===== src/rtl/systolic_skew_feeder.sv =====
// -----------------------------------------------------------------------------
// systolic_skew_feeder
//
// Tile feeder for the systolic MAC array. Whole MAC_WIDTH x MAC_WIDTH tiles are
// accepted into a two-bank ping-pong buffer. One tile vector (a row, or a
// column when the tile arrived with transpose=1) is issued per cycle. Lane i is
// delayed by i cycles, so the array's left edge sees a diagonal wavefront.
//
// Optional feature macro: SKEW_OVERLAP_EN
//   defined   : the next tile's vector 0 follows the previous vector N-1
//               directly, so wavefronts overlap diagonally.
//   undefined : N-1 bubble cycles are inserted after each tile, so only one
//               wavefront is in flight at a time.
//
// Ports
//   clock              rising-edge clock
//   reset              asynchronous active-low reset
//   matrix_in          tile; element (r,c) at [(r*N+c)*DATA_SIZE +: DATA_SIZE]
//   matrix_in_valid    tile present on matrix_in
//   transpose          issue columns instead of rows for the offered tile
//   matrix_in_request  registered ready; a free bank exists
//   out_ready          array can consume; 0 freezes the whole output stream
//   skew_out           lane i at [i*DATA_SIZE +: DATA_SIZE], 0 when invalid
//   skew_valid         per-lane element valid
//   tile_first         lane 0 carries vector 0 of a tile
//   tile_last          lane 0 carries vector N-1 of a tile
//   busy               a bank is occupied or a lane is valid
//
// Issuer states
//   state  | meaning
//   S_RUN  | issue vector k of bank[rd_ptr] whenever a bank is occupied
//   S_GAP  | shift bubbles while the gap down-counter runs to terminal count
// -----------------------------------------------------------------------------
module systolic_skew_feeder #(
  parameter int DATA_SIZE = 8,
  parameter int MAC_WIDTH = 4
) (
  input  logic                                   clock,
  input  logic                                   reset,
  input  logic [DATA_SIZE*MAC_WIDTH*MAC_WIDTH-1:0] matrix_in,
  input  logic                                   matrix_in_valid,
  input  logic                                   transpose,
  output logic                                   matrix_in_request,
  input  logic                                   out_ready,
  output logic [DATA_SIZE*MAC_WIDTH-1:0]         skew_out,
  output logic [MAC_WIDTH-1:0]                   skew_valid,
  output logic                                   tile_first,
  output logic                                   tile_last,
  output logic                                   busy
);

  localparam int N  = MAC_WIDTH;
  localparam int TW = DATA_SIZE * N * N;
  localparam int VW = DATA_SIZE * N;
  localparam int KW = $clog2(N);
  localparam logic [KW-1:0] K_LAST = KW'(N - 1);

  typedef enum logic {S_RUN, S_GAP} state_t;

  logic [TW-1:0] bank [2];
  logic [1:0]    bank_tr;
  logic          wr_ptr;
  logic          rd_ptr;
  logic [1:0]    count;
  logic [1:0]    count_nxt;
  logic          accept;
  logic          rel;
  logic          issue;

  state_t        state;
  state_t        state_nxt;
  logic [KW-1:0] k;
  logic [KW-1:0] k_nxt;
  logic [KW-1:0] gap_cnt;
  logic [KW-1:0] gap_cnt_nxt;

  logic [VW-1:0] vec_sel;
  // stage_vec[j] is the issue register delayed by j cycles; lane j taps
  // element j of stage j.
  logic [VW-1:0] stage_vec [N];
  logic [N-1:0]  stage_vld;
  logic          first_q;
  logic          last_q;

  assign accept    = matrix_in_valid & matrix_in_request;
  assign count_nxt = count + {1'b0, accept} - {1'b0, rel};

  // Issuer next-state. Everything freezes while out_ready is low.
  always_comb begin
    state_nxt   = state;
    gap_cnt_nxt = gap_cnt;
    k_nxt       = k;
    issue       = 1'b0;
    rel         = 1'b0;
    if (out_ready) begin
      case (state)
        S_RUN: begin
          if (count != 2'd0) begin
            issue = 1'b1;
            if (k == K_LAST) begin
              rel   = 1'b1;
              k_nxt = '0;
`ifdef SKEW_OVERLAP_EN
              state_nxt = S_RUN;
`else
              state_nxt   = S_GAP;
              gap_cnt_nxt = K_LAST;
`endif
            end else begin
              k_nxt = k + 1'b1;
            end
          end
        end
        S_GAP: begin
          if (gap_cnt == KW'(1)) begin
            state_nxt   = S_RUN;
            gap_cnt_nxt = '0;
          end else begin
            gap_cnt_nxt = gap_cnt - 1'b1;
          end
        end
        default: state_nxt = S_RUN;
      endcase
    end
  end

  // Vector k of the bank being read: row k, or column k for a transposed tile.
  always_comb begin
    vec_sel = '0;
    for (int i = 0; i < N; i++) begin
      if (bank_tr[rd_ptr])
        vec_sel[i*DATA_SIZE +: DATA_SIZE] = bank[rd_ptr][(i*N + int'(k))*DATA_SIZE +: DATA_SIZE];
      else
        vec_sel[i*DATA_SIZE +: DATA_SIZE] = bank[rd_ptr][(int'(k)*N + i)*DATA_SIZE +: DATA_SIZE];
    end
  end

  // Tile storage carries no reset; occupancy is tracked by count.
  always_ff @(posedge clock) begin
    if (accept) begin
      bank[wr_ptr]    <= matrix_in;
      bank_tr[wr_ptr] <= transpose;
    end
  end

  always_ff @(posedge clock or negedge reset) begin
    if (!reset) begin
      state             <= S_RUN;
      gap_cnt           <= '0;
      k                 <= '0;
      count             <= '0;
      wr_ptr            <= 1'b0;
      rd_ptr            <= 1'b0;
      matrix_in_request <= 1'b0;
      stage_vld         <= '0;
      first_q           <= 1'b0;
      last_q            <= 1'b0;
      for (int j = 0; j < N; j++) stage_vec[j] <= '0;
    end else begin
      state             <= state_nxt;
      gap_cnt           <= gap_cnt_nxt;
      k                 <= k_nxt;
      count             <= count_nxt;
      matrix_in_request <= (count_nxt < 2'd2);
      if (accept) wr_ptr <= ~wr_ptr;
      if (rel)    rd_ptr <= ~rd_ptr;
      if (out_ready) begin
        stage_vec[0] <= issue ? vec_sel : '0;
        stage_vld[0] <= issue;
        first_q      <= issue && (k == '0);
        last_q       <= issue && (k == K_LAST);
        for (int j = 1; j < N; j++) begin
          stage_vec[j] <= stage_vec[j-1];
          stage_vld[j] <= stage_vld[j-1];
        end
      end
    end
  end

  always_comb begin
    skew_out = '0;
    for (int i = 0; i < N; i++)
      skew_out[i*DATA_SIZE +: DATA_SIZE] =
        stage_vld[i] ? stage_vec[i][i*DATA_SIZE +: DATA_SIZE] : '0;
  end

  assign skew_valid = stage_vld;
  assign tile_first = first_q;
  assign tile_last  = last_q;
  assign busy       = (count != 2'd0) | (|stage_vld);

endmodule


===== config.mk =====
export PLATFORM = sky130hd
export DESIGN_NAME = systolic_skew_feeder
export DESIGN_NICKNAME = d
export VERILOG_FILES = /design/src/rtl/systolic_skew_feeder.sv
export SDC_FILE = /design/constraint.sdc
export NUM_CORES = 1
export LEC_CHECK = 0
export CAP_MARGIN = 40
export CORE_MARGIN = 3
export CORE_UTILIZATION = 25
export DETAILED_ROUTE_END_ITERATION = 8
export MAX_ROUTING_LAYER = met4
export SYNTH_ARGS = -nofsm -noshare
export SYNTH_HDL_FRONTEND = slang
export SYNTH_SLANG_ARGS = --single-unit
export TNS_END_PERCENT = 30

===== constraint.sdc =====
create_clock -name clock -period 6 [get_ports clock]
set_clock_uncertainty 0.2 [all_clocks]
set_input_delay 1.2 -clock clock [delete_from_list [all_inputs] [get_ports clock]]
set_output_delay 1.2 -clock clock [all_outputs]
set_load 0.1 [all_outputs]

==> run summary <==
CTS saw 354 sinks. The number of warnings reported in the yosys synthesis log is 0, and the highest achievable clock rate is 0.259 GHz. Dividing the detail-routed via count by the number of cells gives 4.67. The wire length of the first global-routing pass is 63.8 mm, and the register bit count reported by yosys is 354. The tools report the count of cell types in the netlist as 60. The element type at the critical path start is a register.

The tools report the post-placement cell area as 18,400 sq um. The min-delay analysis places its worst path in the category register to register. The number of buffers added on ports is 172. Power density of the placed cells: 507 nW/um^2. The finished cells cover 19,600 sq um. Dividing the detail-routed wire length by the instance count gives 22.0 microns.

For hold timing, the worst endpoint is stage_vec[26]. The core region is 59,500 sq um. After routing, the total negative slack on setup checks comes to 0 ns. The post-route netlist has 19.5% of its cells at a drive strength greater than 1.

The run gives 15 as the initial antenna violation count. The run gives 0 as the number of buffers inserted for hold repair after clock tree synthesis. The analysis attributes to cell leakage a power of 7.17 nW. After global routing the overflow that remains totals 0.

The tools report the maximum number of pins on one net before global-route repair as 70. The worst-case IR drop observed on VDD is 0.000329 V. In this run the tightest slew margin relative to its limit is 43.4%. For the synthesized net count, the log shows 1,113. The mean area per synthesized cell is 15.5 sq um.

The worst register-to-register path begins at k[1]. The tools report the post-cts sizing count as 0. The die is 252 microns tall. Required time of the worst setup path: 4.60 ns. The count of routing violations after the opening detailed-route iteration came out at 782. For this run, the leading register cell type out of synthesis is sky130_fd_sc_hd__edfxtp_1.

The maximum fanout along the worst path was 12; the synthesized cell area was 15,200 sq um. The first TritonRoute pass finished after 5 iterations. After global routing, the most crowded layer is met2. The sequential cell area fraction in the yosys report came out at 67.0%. For the number of rows created at floorplan, the log shows 89. The floorplan step defined a die boundary enclosing 63,600 sq um. The logs give 173 for the I/O pin count and 0.56 ns for the clock insertion delay at the later pin of the skew report. The category of the critical setup timing path is register to output port.

The cell sitting at the root of the clock tree is a sky130_fd_sc_hd__clkbuf_16. TritonCTS built the clock tree. Measured on the finished design, the core utilization comes to 33.0%. The flow ran to the end, and the final reports show no timing, DRC or antenna violations. The total vias in the final route was 9,332. The instance count along the most critical hold path was 1; the number of clock buffers inserted by TritonCTS was 38. The max-capacitance violation count is 0, and the share of flip-flops with an asynchronous set or reset is 27.1%.

The endpoint type of the worst setup path is an output port. The via count of the first global-routing pass is 9,452. The run gives 20.9% as the met2 routing resource usage after global routing.

Counting flops with a built-in enable in the synthesized netlist gives 258. Synthesis produced a netlist whose cell count is 975. STA puts the critical path data arrival time at 2.46 ns. The worst path uses 64.3% of the clock period.

Number of fill cells: 5,739. Count of endpoints failing hold in the final timing report: 0. The logs give 0 for the number of pins exceeding their max-slew limit in the final report and 0.846 for the last weighted congestion value of the routability-driven placer. At the pin with the least slew margin, the transition time is 0.847 ns. For the wire length after detailed routing, the log shows 44.1 mm.

The number of setup violations in the final report is 0, and the total global routing track utilization is 14.1%. The number of setup buffers added after CTS is 0, and the global-route met1 utilization is 18.0%. No sink is reached through more buffers than the 3 on the longest clock path. The effective utilization at floorplan was 25.5%; the slack of the worst reg-to-reg path was 2.88 ns.

The critical hold path startpoint was stage_vec[26]. The detail route stage leaves a number of antenna-violating nets equal to 0. The endpoint identified for the worst register-to-register timing path is stage_vec[127].

The global-route met3 utilization was 5.33%; the post-layout net count was 1,320. Setup repair after global routing left no endpoint under its margin. Measured along the x axis, the die boundary spans 252 microns.

Relative to the synthesized area, the layout overhead comes to 29.5%. The tools report the detailed-placement wirelength estimate as 31.4 mm. After detailed routing, the number of remaining DRC violations is 0.

Clock-pin slew was measured on the worst setup and hold paths at 0.06 ns. Subtracting the final worst setup slack from the clock period gives 3.86 ns. The H-tree was split into 2 levels. The number of cell instances on the worst register-to-register path was 4.
-- sequential cells by signal, summed over array words and instances, names as in the netlist --
| signal | cells |
|---|---|
| matrix_in_request | 1 |
| stage_vec | 80 |
| bank | 256 |
| count | 2 |
| state | 1 |
| wr_ptr | 1 |
| tile_last | 1 |
| tile_first | 1 |
| rd_ptr | 1 |
| k | 2 |
| skew_valid | 4 |
| gap_cnt | 2 |
| bank_tr | 2 |
-- layout make-up --
class                   count  area [sq um]  share of cell area (%)
clock buffers              56          1120                    5.72
well taps                 773           967                    4.93
clock inverters            14          93.8                   0.478
inverters                  20          75.1                   0.383
flip-flops and latches    354         10200                    51.7
multi-input cells         537          4600                    23.4
diodes                     15          37.5                   0.191
repair buffers            231          2580                    13.1
-- logic make-up (layout without fill, tap and decap cells) --
family | Yosys count | after routing | share of synthesized area (%)
and+or+nand+nor | 142 | 142 | 4.82
buffers and inverters | 84 | 321 | 2.78
muxes | 218 | 218 | 16.5
other | 0 | 15 | 0
DFF | 354 | 354 | 67.0
adders and majority gates | 5 | 5 | 0.413
xor gates and xnor gates | 4 | 4 | 0.231
AOI/OAI and AO/OA | 168 | 168 | 8.23
-- cell usage after synthesis (3+ instances only) --
master                      instances  area share [%]
sky130_fd_sc_hd__edfxtp_1         258              51
sky130_fd_sc_hd__mux2i_1          110             7.3
sky130_fd_sc_hd__dfrtp_1           96              16
sky130_fd_sc_hd__mux2_2            87             6.5
sky130_fd_sc_hd__nand2_1           50             1.2
sky130_fd_sc_hd__and2_1            41             1.7
sky130_fd_sc_hd__a21oi_1           36             1.2
sky130_fd_sc_hd__clkbuf_1          23            0.57
sky130_fd_sc_hd__o21ai_0           18            0.59
sky130_fd_sc_hd__inv_1             17            0.42
sky130_fd_sc_hd__buf_2             16            0.53
sky130_fd_sc_hd__buf_4             15            0.74
sky130_fd_sc_hd__mux4_2            15             2.2
sky130_fd_sc_hd__a22o_1            12            0.69
sky130_fd_sc_hd__a22oi_1           12            0.59
sky130_fd_sc_hd__nand3_1           12            0.40
sky130_fd_sc_hd__o221ai_1          11            0.64
sky130_fd_sc_hd__o32ai_1           11            0.64
sky130_fd_sc_hd__nor2_1             9            0.22
sky130_fd_sc_hd__a211o_1            7            0.40
sky130_fd_sc_hd__a221oi_1           7            0.40
sky130_fd_sc_hd__a32o_1             7            0.46
sky130_fd_sc_hd__o22a_1             7            0.40
sky130_fd_sc_hd__a2111oi_0          6            0.35
sky130_fd_sc_hd__a32oi_1            6            0.35
sky130_fd_sc_hd__buf_1              6            0.15
sky130_fd_sc_hd__nor2b_1            6            0.25
sky130_fd_sc_hd__ha_1               5            0.41
sky130_fd_sc_hd__mux2_4             5            0.50
sky130_fd_sc_hd__nor3_1             5            0.17
sky130_fd_sc_hd__o22ai_1            5            0.21
sky130_fd_sc_hd__a221o_1            4            0.26
sky130_fd_sc_hd__and3_1             4            0.17
sky130_fd_sc_hd__buf_6              4            0.30
sky130_fd_sc_hd__nand2b_1           4            0.17
sky130_fd_sc_hd__a211oi_1           3            0.15
sky130_fd_sc_hd__a31oi_1            3            0.12
sky130_fd_sc_hd__o2bb2ai_1          3            0.17
sky130_fd_sc_hd__or3_1              3            0.12
sky130_fd_sc_hd__xnor2_1            3            0.17
-- metrics by stage --
step                hold slack [ns]  total power, mW  worst slack (ns)  instances
floorplan                     0.241             6.26             0.647        975
global placement              0.282             7.33              2.34       1870
detailed placement            0.288             7.75              2.44       1914
CTS                           0.302             10.0              2.14       1984
global route                  0.314             10.4              2.13       1999
finish                        0.296             9.95              2.14       2000
-- worst max-delay path: stages (launching register included) --
cell and delay [ns]:
sky130_fd_sc_hd__dfrtp_1 0.76, sky130_fd_sc_hd__and2_1 0.36, sky130_fd_sc_hd__clkdlybuf4s50_1 0.56, sky130_fd_sc_hd__buf_8 0.20
-- worst max-delay path by stage --
stage / startpoint / endpoint / cells past startpoint
floorplan: matrix_in_valid / bank[0][0] / 2
global placement: skew_valid[0] / skew_out[3] / 2
detailed placement: out_ready / count[1] / 12
CTS: skew_valid[0] / skew_out[3] / 3
global route: skew_valid[0] / skew_out[3] / 3
finish: skew_valid[0] / skew_out[3] / 3
-- layer usage --
| layer | part of all wire [%] | up-vias |
|---|---|---|
| met2 | 45 | 342 |
| met4 | 2.6 | 0 |
| li1 | - | 4231 |
| met1 | 43 | 4697 |
| met3 | 9.2 | 62 |
| met5 | 0 | - |
-- report_power, final --
part           internal, mW  switching (mW)
Combinational          1.57            2.37
Sequential             3.31           0.441
Clock                  1.30           0.947
-- cells in the final DEF (no fill, tap or decap), types with 11 or more instances in the layout --
master	netlist	layout
sky130_fd_sc_hd__diode_2	0	15
sky130_fd_sc_hd__dfrtp_1	96	95
sky130_fd_sc_hd__edfxtp_1	258	258
sky130_fd_sc_hd__inv_1	17	17
sky130_fd_sc_hd__a22oi_1	12	12
sky130_fd_sc_hd__buf_8	0	37
sky130_fd_sc_hd__a22o_1	12	12
sky130_fd_sc_hd__buf_4	15	15
sky130_fd_sc_hd__mux4_2	15	15
sky130_fd_sc_hd__o32ai_1	11	11
sky130_fd_sc_hd__clkdlybuf4s50_1	0	170
sky130_fd_sc_hd__clkbuf_16	0	39
sky130_fd_sc_hd__a21oi_1	36	36
sky130_fd_sc_hd__mux2i_1	110	110
sky130_fd_sc_hd__and2_1	41	41
sky130_fd_sc_hd__o221ai_1	11	11
sky130_fd_sc_hd__nand2_1	50	50
sky130_fd_sc_hd__o21ai_0	18	18
sky130_fd_sc_hd__mux2_2	87	87
sky130_fd_sc_hd__nand3_1	12	12
Note: power is estimated with default switching activity, not from simulation.
